File: src/rtl/cpu_ctrl_pkg.sv
// Shared definitions for the load/store control sequencer.
// Latency: n/a (constants, types and a pure decode helper only).
// Backpressure: n/a.
package cpu_ctrl_pkg;

  // Default opcode values. The instruction opcode is IRregister[31:27].
  localparam logic [4:0] OPC_LD   = 5'b00000;
  localparam logic [4:0] OPC_LDI  = 5'b00001;
  localparam logic [4:0] OPC_ST   = 5'b00010;
  localparam logic [4:0] OPC_HALT = 5'b11011;

  // Sequencer states. T1_WAIT is the stretched part of the fetch read, so
  // that PCin/IncPC appear only in the final cycle (T1).
  typedef enum logic [3:0] {
    RESET_ST,
    T0,
    T1_WAIT,
    T1,
    T2,
    T3,
    T4,
    T5,
    T6,
    T7,
    PAUSE,
    HALT
  } state_t;

  localparam logic [3:0] T_IDX_HALT = 4'd15;

  // Debug step index shown on the T output. RESET_ST and PAUSE report 0.
  function automatic logic [3:0] t_index(input state_t s);
    logic [3:0] idx;
    idx = 4'd0;
    case (s)
      T1_WAIT, T1: idx = 4'd1;
      T2:          idx = 4'd2;
      T3:          idx = 4'd3;
      T4:          idx = 4'd4;
      T5:          idx = 4'd5;
      T6:          idx = 4'd6;
      T7:          idx = 4'd7;
      HALT:        idx = T_IDX_HALT;
      default:     idx = 4'd0;
    endcase
    return idx;
  endfunction

endpackage

File: src/rtl/mem_wait_counter.sv
// Down-counter that stretches a memory-access step by a loaded number of cycles.
// Latency: load takes effect on the next edge; done is a decode of the count.
// Backpressure: none; dec is ignored once the count has reached zero.
module mem_wait_counter (
  input  logic       clk,
  input  logic       rst_n,
  input  logic       load,
  input  logic [3:0] load_val,
  input  logic       dec,
  output logic       done
);

  logic [3:0] cnt_q;
  logic [3:0] cnt_d;

  // Load has priority over decrement; the count saturates at zero.
  always_comb begin
    cnt_d = cnt_q;
    if (load) begin
      cnt_d = load_val;
    end else if (dec && (cnt_q != 4'd0)) begin
      cnt_d = cnt_q - 4'd1;
    end
  end

  // Count register, cleared by reset.
  always_ff @(posedge clk or negedge rst_n) begin
    if (!rst_n) begin
      cnt_q <= 4'd0;
    end else begin
      cnt_q <= cnt_d;
    end
  end

  assign done = (cnt_q == 4'd0);

endmodule

File: src/rtl/ldst_control_unit.sv
// Moore sequencer producing fetch and ld/ldi/st/halt control strobes from IRregister.
// Latency: strobes are a decode of the registered state; opcode captured on the T2->T3 edge.
// Backpressure: Stop pauses only at an instruction boundary; MEM_WAIT stretches T1, T6 (ld), T7 (st).
module ldst_control_unit
  import cpu_ctrl_pkg::*;
#(
  parameter int         MEM_WAIT = 0,
  parameter logic [4:0] OP_LD    = OPC_LD,
  parameter logic [4:0] OP_LDI   = OPC_LDI,
  parameter logic [4:0] OP_ST    = OPC_ST,
  parameter logic [4:0] OP_HALT  = OPC_HALT
) (
  input  logic        Clock,
  input  logic        Reset_n,
  input  logic [31:0] IRregister,
  input  logic        Stop,
  output logic        Run,
  output logic        PCout,
  output logic        MARin,
  output logic        Read,
  output logic        MDRin,
  output logic        PCin,
  output logic        IncPC,
  output logic        MDRout,
  output logic        IRin,
  output logic        Grb,
  output logic        BAout,
  output logic        Yin,
  output logic        Cout,
  output logic        ADD,
  output logic        Zin,
  output logic        ZLOout,
  output logic        Gra,
  output logic        Rin,
  output logic        Rout,
  output logic        write,
  output logic [3:0]  T
);

  // Full stretch for T6/T7, and one less for T1_WAIT because the final
  // read cycle is T1 itself.
  localparam logic [3:0] WAIT_LEN = 4'(MEM_WAIT);
  localparam logic [3:0] WAIT_T1  = (MEM_WAIT > 0) ? 4'(MEM_WAIT - 1) : 4'd0;

  state_t     state_q;
  state_t     state_d;
  logic [4:0] opcode_q;
  logic [4:0] opcode_d;
  logic       cnt_load;
  logic [3:0] cnt_val;
  logic       cnt_dec;
  logic       cnt_done;
  logic       at_boundary;
  logic       is_ld;
  logic       is_ldi;
  logic       is_st;

  // Only the opcode field of the instruction matters to the sequencer.
  logic       unused_ir;
  assign unused_ir = ^IRregister[26:0];

  assign is_ld  = (opcode_q == OP_LD);
  assign is_ldi = (opcode_q == OP_LDI);
  assign is_st  = (opcode_q == OP_ST);

  mem_wait_counter u_wait (
    .clk      (Clock),
    .rst_n    (Reset_n),
    .load     (cnt_load),
    .load_val (cnt_val),
    .dec      (cnt_dec),
    .done     (cnt_done)
  );

  // Next-state logic; every path that ends an instruction goes through the
  // boundary check so Stop is only honoured there.
  always_comb begin
    state_d     = state_q;
    opcode_d    = opcode_q;
    cnt_load    = 1'b0;
    cnt_val     = WAIT_LEN;
    cnt_dec     = 1'b0;
    at_boundary = 1'b0;
    case (state_q)
      RESET_ST: state_d = T0;
      T0: begin
        if (WAIT_LEN == 4'd0) begin
          state_d = T1;
        end else begin
          state_d  = T1_WAIT;
          cnt_load = 1'b1;
          cnt_val  = WAIT_T1;
        end
      end
      T1_WAIT: begin
        if (cnt_done) state_d = T1;
        else          cnt_dec = 1'b1;
      end
      T1: state_d = T2;
      T2: begin
        state_d  = T3;
        opcode_d = IRregister[31:27];
      end
      T3: begin
        if (is_ld || is_ldi || is_st)  state_d = T4;
        else if (opcode_q == OP_HALT)  state_d = HALT;
        else                           at_boundary = 1'b1;
      end
      T4: state_d = T5;
      T5: begin
        if (is_ldi) begin
          at_boundary = 1'b1;
        end else begin
          state_d = T6;
          if (is_ld) cnt_load = 1'b1;
        end
      end
      T6: begin
        if (is_st) begin
          state_d  = T7;
          cnt_load = 1'b1;
        end else if (cnt_done) begin
          state_d = T7;
        end else begin
          cnt_dec = 1'b1;
        end
      end
      T7: begin
        if (is_st && !cnt_done) cnt_dec = 1'b1;
        else                    at_boundary = 1'b1;
      end
      PAUSE:   state_d = Stop ? PAUSE : T0;
      HALT:    state_d = HALT;
      default: state_d = RESET_ST;
    endcase
    if (at_boundary) begin
      state_d = Stop ? PAUSE : T0;
    end
  end

  // State and captured-opcode registers.
  always_ff @(posedge Clock or negedge Reset_n) begin
    if (!Reset_n) begin
      state_q  <= RESET_ST;
      opcode_q <= 5'd0;
    end else begin
      state_q  <= state_d;
      opcode_q <= opcode_d;
    end
  end

  // Strobe decode from the registered state; RESET_ST, PAUSE and HALT drive nothing.
  always_comb begin
    Run    = 1'b0;
    PCout  = 1'b0;
    MARin  = 1'b0;
    Read   = 1'b0;
    MDRin  = 1'b0;
    PCin   = 1'b0;
    IncPC  = 1'b0;
    MDRout = 1'b0;
    IRin   = 1'b0;
    Grb    = 1'b0;
    BAout  = 1'b0;
    Yin    = 1'b0;
    Cout   = 1'b0;
    ADD    = 1'b0;
    Zin    = 1'b0;
    ZLOout = 1'b0;
    Gra    = 1'b0;
    Rin    = 1'b0;
    Rout   = 1'b0;
    write  = 1'b0;
    T      = t_index(state_q);
    case (state_q)
      T0: begin
        Run = 1'b1; PCout = 1'b1; MARin = 1'b1;
      end
      T1_WAIT: begin
        Run = 1'b1; Read = 1'b1; MDRin = 1'b1;
      end
      T1: begin
        Run = 1'b1; Read = 1'b1; MDRin = 1'b1; PCin = 1'b1; IncPC = 1'b1;
      end
      T2: begin
        Run = 1'b1; MDRout = 1'b1; IRin = 1'b1;
      end
      T3: begin
        Run = 1'b1;
        if (is_ld || is_ldi || is_st) begin
          Grb = 1'b1; BAout = 1'b1; Yin = 1'b1;
        end
      end
      T4: begin
        Run = 1'b1; Cout = 1'b1; ADD = 1'b1; Zin = 1'b1;
      end
      T5: begin
        Run = 1'b1; ZLOout = 1'b1;
        if (is_ldi) begin
          Gra = 1'b1; Rin = 1'b1;
        end else begin
          MARin = 1'b1;
        end
      end
      T6: begin
        Run = 1'b1; MDRin = 1'b1;
        if (is_st) begin
          Gra = 1'b1; Rout = 1'b1; write = 1'b1;
        end else begin
          Read = 1'b1;
        end
      end
      T7: begin
        Run = 1'b1;
        if (is_st) begin
          write = 1'b1;
        end else begin
          MDRout = 1'b1; Gra = 1'b1; Rin = 1'b1;
        end
      end
      default: begin
        Run = 1'b0;
      end
    endcase
  end

endmodule
File: config.mk
export PLATFORM = sky130hd
export DESIGN_NAME = ldst_control_unit
export DESIGN_NICKNAME = d
export VERILOG_FILES = /design/src/rtl/cpu_ctrl_pkg.sv /design/src/rtl/mem_wait_counter.sv /design/src/rtl/ldst_control_unit.sv
export SDC_FILE = /design/constraint.sdc
export NUM_CORES = 1
export LEC_CHECK = 0
export CAP_MARGIN = 20
export CORE_MARGIN = 2
export CORE_UTILIZATION = 35
export DETAILED_ROUTE_END_ITERATION = 6
export GPL_TIMING_DRIVEN = 0
export PLACE_DENSITY = 0.81
export SYNTH_ARGS = -nofsm -noshare
export SYNTH_HDL_FRONTEND = slang
export SYNTH_SLANG_ARGS = --single-unit
File: constraint.sdc
create_clock -name Clock -period 2.44 [get_ports Clock]
set_input_delay 0.488 -clock Clock [delete_from_list [all_inputs] [get_ports Clock]]
set_output_delay 0.488 -clock Clock [all_outputs]
set_load 0.02 [all_outputs]
==> impl_metrics.toml, run 1 <==
[pwr]
ir_drop_mv = 0.611
clkPwrFrac_pct = 6.6
pwr-share-seq_pct = 18.9
cellPowerDensity_nw_per_um2 = 1220
p_sw_share_pct = 49.6
p_switching_w = 0.00101
p_comb_share_pct = 74.5
intPower_w = 0.00102
leakage_nw = 0.805

[routing]
vias_per_cell = 5.37
vias = 1202
first_pass_iters = 4
antenna_left = 0
routed_wl_um = 3080
drtIter0Drc = 18
drt_drc_violations_left = 0
post_drt_wl_per_cell_um = 13.8

[timing]
tightestPinTransition_ns = 0.574
fin_skew_ns = 0.00597
drv_slew = 0
setup_viol = 0
fin_setup_tns_ns = 0
finalHoldViolations = 0
relSlewSlack_pct = 61.6
whs_ns = 0.570
fin_ws_ns = 0.00451
fmax_mhz = 411
final.period_utilization_pct = 99.8
period_needed_ns = 2.44
rsz0062_at_grt = "true"

[critical_path]
required_ns = 1.95
critPathTopFamily = "simple AND/OR/NAND/NOR gates"
cp-startpoint = "opcode_q[3]"
start_kind = "flop"
reg2reg_slack_ns = 0.30
worst-path-buf-inv = 1
critPathMaxFanout = 5
reg2reg_from = "u_wait.cnt_q[0]"
worstPathCellList = "or3_4 -> nor3b_4 -> and3_4 -> o21a_4 -> or2_4 -> buf_6"
cp_slowest_cell = "dfrtp_2"
critPathMaxStageDelay_ns = 0.46
cp-end-kind = "primary output"
arrival_ns = 1.95
crit_type = "reg2out"

[logic_synthesis]
ys_warn_count = 0
ys_seq_area_share_pct = 28.8
synthTopCellsByArea = "dfrtp_1 (29%), nor2_1 (6.3%), mux2_2 (6.0%)"
synth-seq-cells = 13
syn_inst = 138
synth_cell_types = 45
netlist_area_um2 = 1130
synthesis.nets = 174
postSynthAreaPerCell_um2 = 8.20
yosysTopAreaCellShare_pct = 28.8
synth_largest_area_cell = "dfrtp_1"

[clock_network]
path_clk_slew_ns = 0.08
worstSkewPairLatency_ns = 0.28
htree_levels = 1
cts_tree = "built"
cts_buffers = 3
cts_root_buf = "clkbuf_4"
clkSinkCount = 13
hold_buffers = 0
clk_path_buf_depth = 2

[job]
max-cap-violations = 0

[placement]
gp_congestion = 0.913
io_buffers = 31
dpl_cell_area_um2 = 1500
detailedPlace.worstSlack_ns = -0.310
dp_hpwl_um = 2110

[floorplanning]
design.die.area_um2 = 3700
design.core.area_um2 = 3050
die_w_um = 60.8
rows = 20
boundaryPins = 59
fp.dieH_um = 60.8
initial_core_util_pct = 37.0

[finish]
final_cell_mix = "nor2_1 (19), buf_4 (15), clkbuf_2 (10), dlygate4sd2_1 (10), dfrtp_1 (9)"
syn_to_final_growth_pct = 46.8
antennaDiodeCount = 0
final_cell_area_um2 = 1660
drive_above_1_share_pct = 34.4
finalNetCount = 217
final_common_cell = "nor2_1"

[grt]
grt_first_pass_wirelength_um = 4890
grt_pass1_vias = 1040
grt_overflow = 0
grt_usage_pct = 17.6
antenna_found_initial = 0
grt_max_degree = 14

[hold_path]
hold_path_class = "in2async"

[run_status]
run_status = "complete, no violations"
## flip-flops by register name (all words and copies together) (netlist names)
register	count
u_wait.cnt_q	4
opcode_q	5
state_q	4
## power groups by stage
stage               combinational, W  clock [W]  sequential (W)
floorplan                   0.000910          0        0.000347
global placement             0.00134          0        0.000368
detailed placement           0.00134          0        0.000369
CTS                          0.00138   0.000139        0.000377
global route                 0.00163   0.000158        0.000396
finish                       0.00151   0.000134        0.000384
## layout make-up
type / count / area, um^2
Timing Repair Buffer: 38 / 327
Multi-Input combinational cell: 105 / 803
Fill cell: 303 / 1390
Inverter: 6 / 22.5
Clock buffer: 3 / 22.5
Sequential cell: 13 / 330
Tap cell: 44 / 55.1
Buffer: 14 / 95.1
Clock inverter: 1 / 5.00
## through the flow
stage / cells / power [W] / util [%]
finish: 224 / 0.00203 / 54.4
global route: 224 / 0.00219 / 54.4
CTS: 220 / 0.00190 / 52.0
detailed placement: 213 / 0.00171 / 49.0
global placement: 213 / 0.00171 / 49.0
floorplan: 138 / 0.00126 / -
## what timing repair did
| item | CTS | global route |
|---|---|---|
| cloned | 0 | 0 |
| endpoints found under the hold margin | 0 | 0 |
| buffers inserted | 3 | 4 |
| resized for setup | 50 | 36 |
| pin swaps | 2 | 7 |
| endpoints found under the setup margin | 24 | 17 |
## worst paths after layout
kind | cells after the start | endpoint
min in group Clock | 2 | u_wait.cnt_q[0]
setup / recovery | 6 | Gra
hold / removal | 1 | u_wait.cnt_q[0]
setup reg to reg | 7 | state_q[3]
max in group asynchronous | 1 | opcode_q[2]
hold reg to reg | 2 | u_wait.cnt_q[0]
## metal layers
layer  share of wire (%)  global-route usage [%]
met5                   0                       0
met4                 2.8                    6.52
met3                 7.2                    5.97
met2                  48                    26.0
met1                  42                    23.9
## cell families (layout without fill, tap and decap cells)
kind of cell	after synthesis	in the layout	synth area share (%)
AOI/OAI and AO/OA	36	36	24.1
and+or+nand+nor	59	59	29.0
DFF	13	13	28.8
muxes	7	7	6.86
adders and majority gates	1	1	1.11
buffers and inverters	20	62	8.63
xor gates and xnor gates	2	2	1.55
## cells in the mapped netlist, drive strengths merged
cell type	count
o21bai	2
or2	1
xor2	1
nor3b	3
and2	1
a31oi	1
mux2i	1
buf	6
a221o	1
and4b	1
nand2	4
nor3	11
a22o	3
o31ai	1
a211o	2
clkbuf	8
or4b	1
a2111o	1
and3	3
nand3b	1
nor2b	2
a21boi	1
nor2	19
mux2	6
a311oi	1
a32oi	1
inv	6
xnor2	1
o21ai	5
or3b	1
nand3	1
or3	3
ha	1
o22ai	1
o21ba	1
and2b	1
o21a	2
o2111a	2
nor4	1
a21oi	7
a211oi	4
nand2b	5
dfrtp	13
No activity file was read; power rests on OpenSTA's default activity.
==> inputs of run 2 (changes only) <==
--- a/config.mk
+++ b/config.mk
@@ -6,7 +6,7 @@
 export NUM_CORES = 1
 export LEC_CHECK = 0
 export CAP_MARGIN = 20
-export CORE_MARGIN = 2
+export CORE_MARGIN = 4
 export CORE_UTILIZATION = 35
 export DETAILED_ROUTE_END_ITERATION = 6
 export GPL_TIMING_DRIVEN = 0
==> impl_metrics.toml, run 2 (synthesized netlist as in run 1, its figures left out) <==
[clock_network]
cts_root_buf = "clkbuf_4"
cts_buffers = 3
path_clk_slew_ns = 0.08
clk_path_buf_depth = 2
hold_buffers = 0
worstSkewPairLatency_ns = 0.28
htree_levels = 1
clkSinkCount = 13
cts_tree = "built"

[placement]
dpl_cell_area_um2 = 1500
dp_hpwl_um = 2270
place_inst = 213
gp_congestion = 0.855
io_buffers = 31

[pwr]
power_w = 0.00197
ir_drop_mv = 0.604
leakage_nw = 0.777
cellPowerDensity_nw_per_um2 = 1210

[timing]
setup_viol = 2
rsz0062_at_grt = "true"
final.period_utilization_pct = 102
drv_slew = 0
period_needed_ns = 2.50
fmax_mhz = 400
tightestPinTransition_ns = 0.594
relSlewSlack_pct = 60.3
whs_ns = 0.568
finalHoldViolations = 0
fin_skew_ns = 0.00115
fin_ws_ns = -0.0586

[grt]
grt_usage_pct = 15.5
grt_util_met3_pct = 2.95
grt_first_pass_wirelength_um = 5240
antenna_found_initial = 0
met1_usage_pct = 19.3
grt-busiest-layer = "met2"
grt_util_met2_pct = 26.3
grt_pass1_vias = 1123
grt_max_degree = 14
grt_overflow = 0

[finish]
antennaDiodeCount = 0
final_common_cell = "nor2_1"
finalNetCount = 218
syn_to_final_growth_pct = 43.4
largest_reg_flops = 5
post-route-util_pct = 52.7
top_regs = "opcode_q (5), state_q (4), u_wait.cnt_q (4)"
regMostFlops = "opcode_q"
final_cell_mix = "nor2_1 (19), buf_4 (15), dlygate4sd2_1 (12)"
drive_above_1_share_pct = 32.6
fin_cells = 225
final_cell_area_um2 = 1620

[routing]
drtIter0Drc = 50
post_drt_wl_per_cell_um = 13.8
vias_per_cell = 5.39
vias = 1212
routed_wl_um = 3100
first_pass_iters = 4
drt_drc_violations_left = 0
antenna_left = 0

[hold_path]
hold_path_class = "reg2reg"
hold_end = "u_wait.cnt_q[0]"
min-delay-start = "u_wait.cnt_q[0]"
holdPathStages = 2

[critical_path]
critPathMaxFanout = 5
reg2reg_slack_ns = 0.32
arrival_ns = 2.01
crit_type = "reg2out"
start_kind = "flop"
reg2reg_from = "u_wait.cnt_q[0]"
reg2regPathDepth = 7
cp-end-kind = "primary output"
required_ns = 1.95
reg2reg_to = "u_wait.cnt_q[2]"

[floorplanning]
boundaryPins = 59
design.core.area_um2 = 3080
fp.dieH_um = 64.8
die_w_um = 64.8
rows = 20
design.die.area_um2 = 4200
initial_core_util_pct = 36.7

[job]
max-cap-violations = 0

[run_status]
run_status = "complete, but fails checks"
violations = "negative setup slack"
## run 2: changes by cell type in the layout (fill, tap and decap cells not counted), moves of 2 or more
cell	before	now
clkbuf_1	0	2
dlygate4sd2_1	10	12
clkdlybuf4s15_1	3	1
dlymetal6s2s_1	3	1
## run 2: worst max path at each step
stage,start,cells past startpoint,slack (ns),end
2_1_floorplan,state_q[0],5,0.1,PCin
3_3_place_gp,opcode_q[0],6,-0.29,Gra
3_5_place_dp,opcode_q[0],6,-0.30,Gra
4_1_cts,opcode_q[4],6,-0.24,Gra
5_1_grt,opcode_q[3],7,-0.14,Read
6_report,opcode_q[3],7,-0.06,Read
## run 2: cell type report
type / instances / area, um^2
well taps: 44 / 55.1
multi-input cells: 105 / 771
flip-flops and latches: 13 / 332
inverters: 6 / 22.5
clock buffers: 4 / 26.3
fillers: 316 / 1460
repair buffers: 39 / 322
plain buffers: 14 / 93.8
## run 2: per-stage QoR
| step | TNS [ns] | setup slack (ns) |
|---|---|---|
| 2_1_floorplan | 0 | 0.0967 |
| 3_3_place_gp | -1.43 | -0.292 |
| 3_5_place_dp | -1.77 | -0.300 |
| 4_1_cts | -0.239 | -0.239 |
| 5_1_grt | -0.508 | -0.143 |
| 6_report | -0.0954 | -0.0586 |
## run 2: power breakdown
| part | switching, W | internal, W |
|---|---|---|
| combinational | 0.000817 | 0.000635 |
| clock | 0.0000717 | 0.0000635 |
| sequential | 0.0000849 | 0.000297 |
## run 2: repair_timing
action	in CTS	in global routing
pin swaps	2	2
setup endpoints to repair	24	13
buffers inserted	2	6
gates resized for setup	47	23
## run 2: worst max-delay path, cell delays in order, from the launching register on
cell and delay (ns):
dfrtp_2 0.45, nor4_4 0.36, buf_4 0.18, buf_4 0.09
nand2_1 0.11, a21oi_1 0.18, nor2_1 0.04, dlygate4sd2_1 0.32
## run 2: metal layers
| layer | vias to the layer above | share of wire, % | wire [um] |
|---|---|---|---|
| met1 | 570 | 43 | 1320 |
| met4 | 0 | 2.3 | 70 |
| met5 | - | 0 | 0 |
| met3 | 6 | 8.5 | 263 |
| met2 | 48 | 47 | 1450 |
| li1 | 588 | - | - |
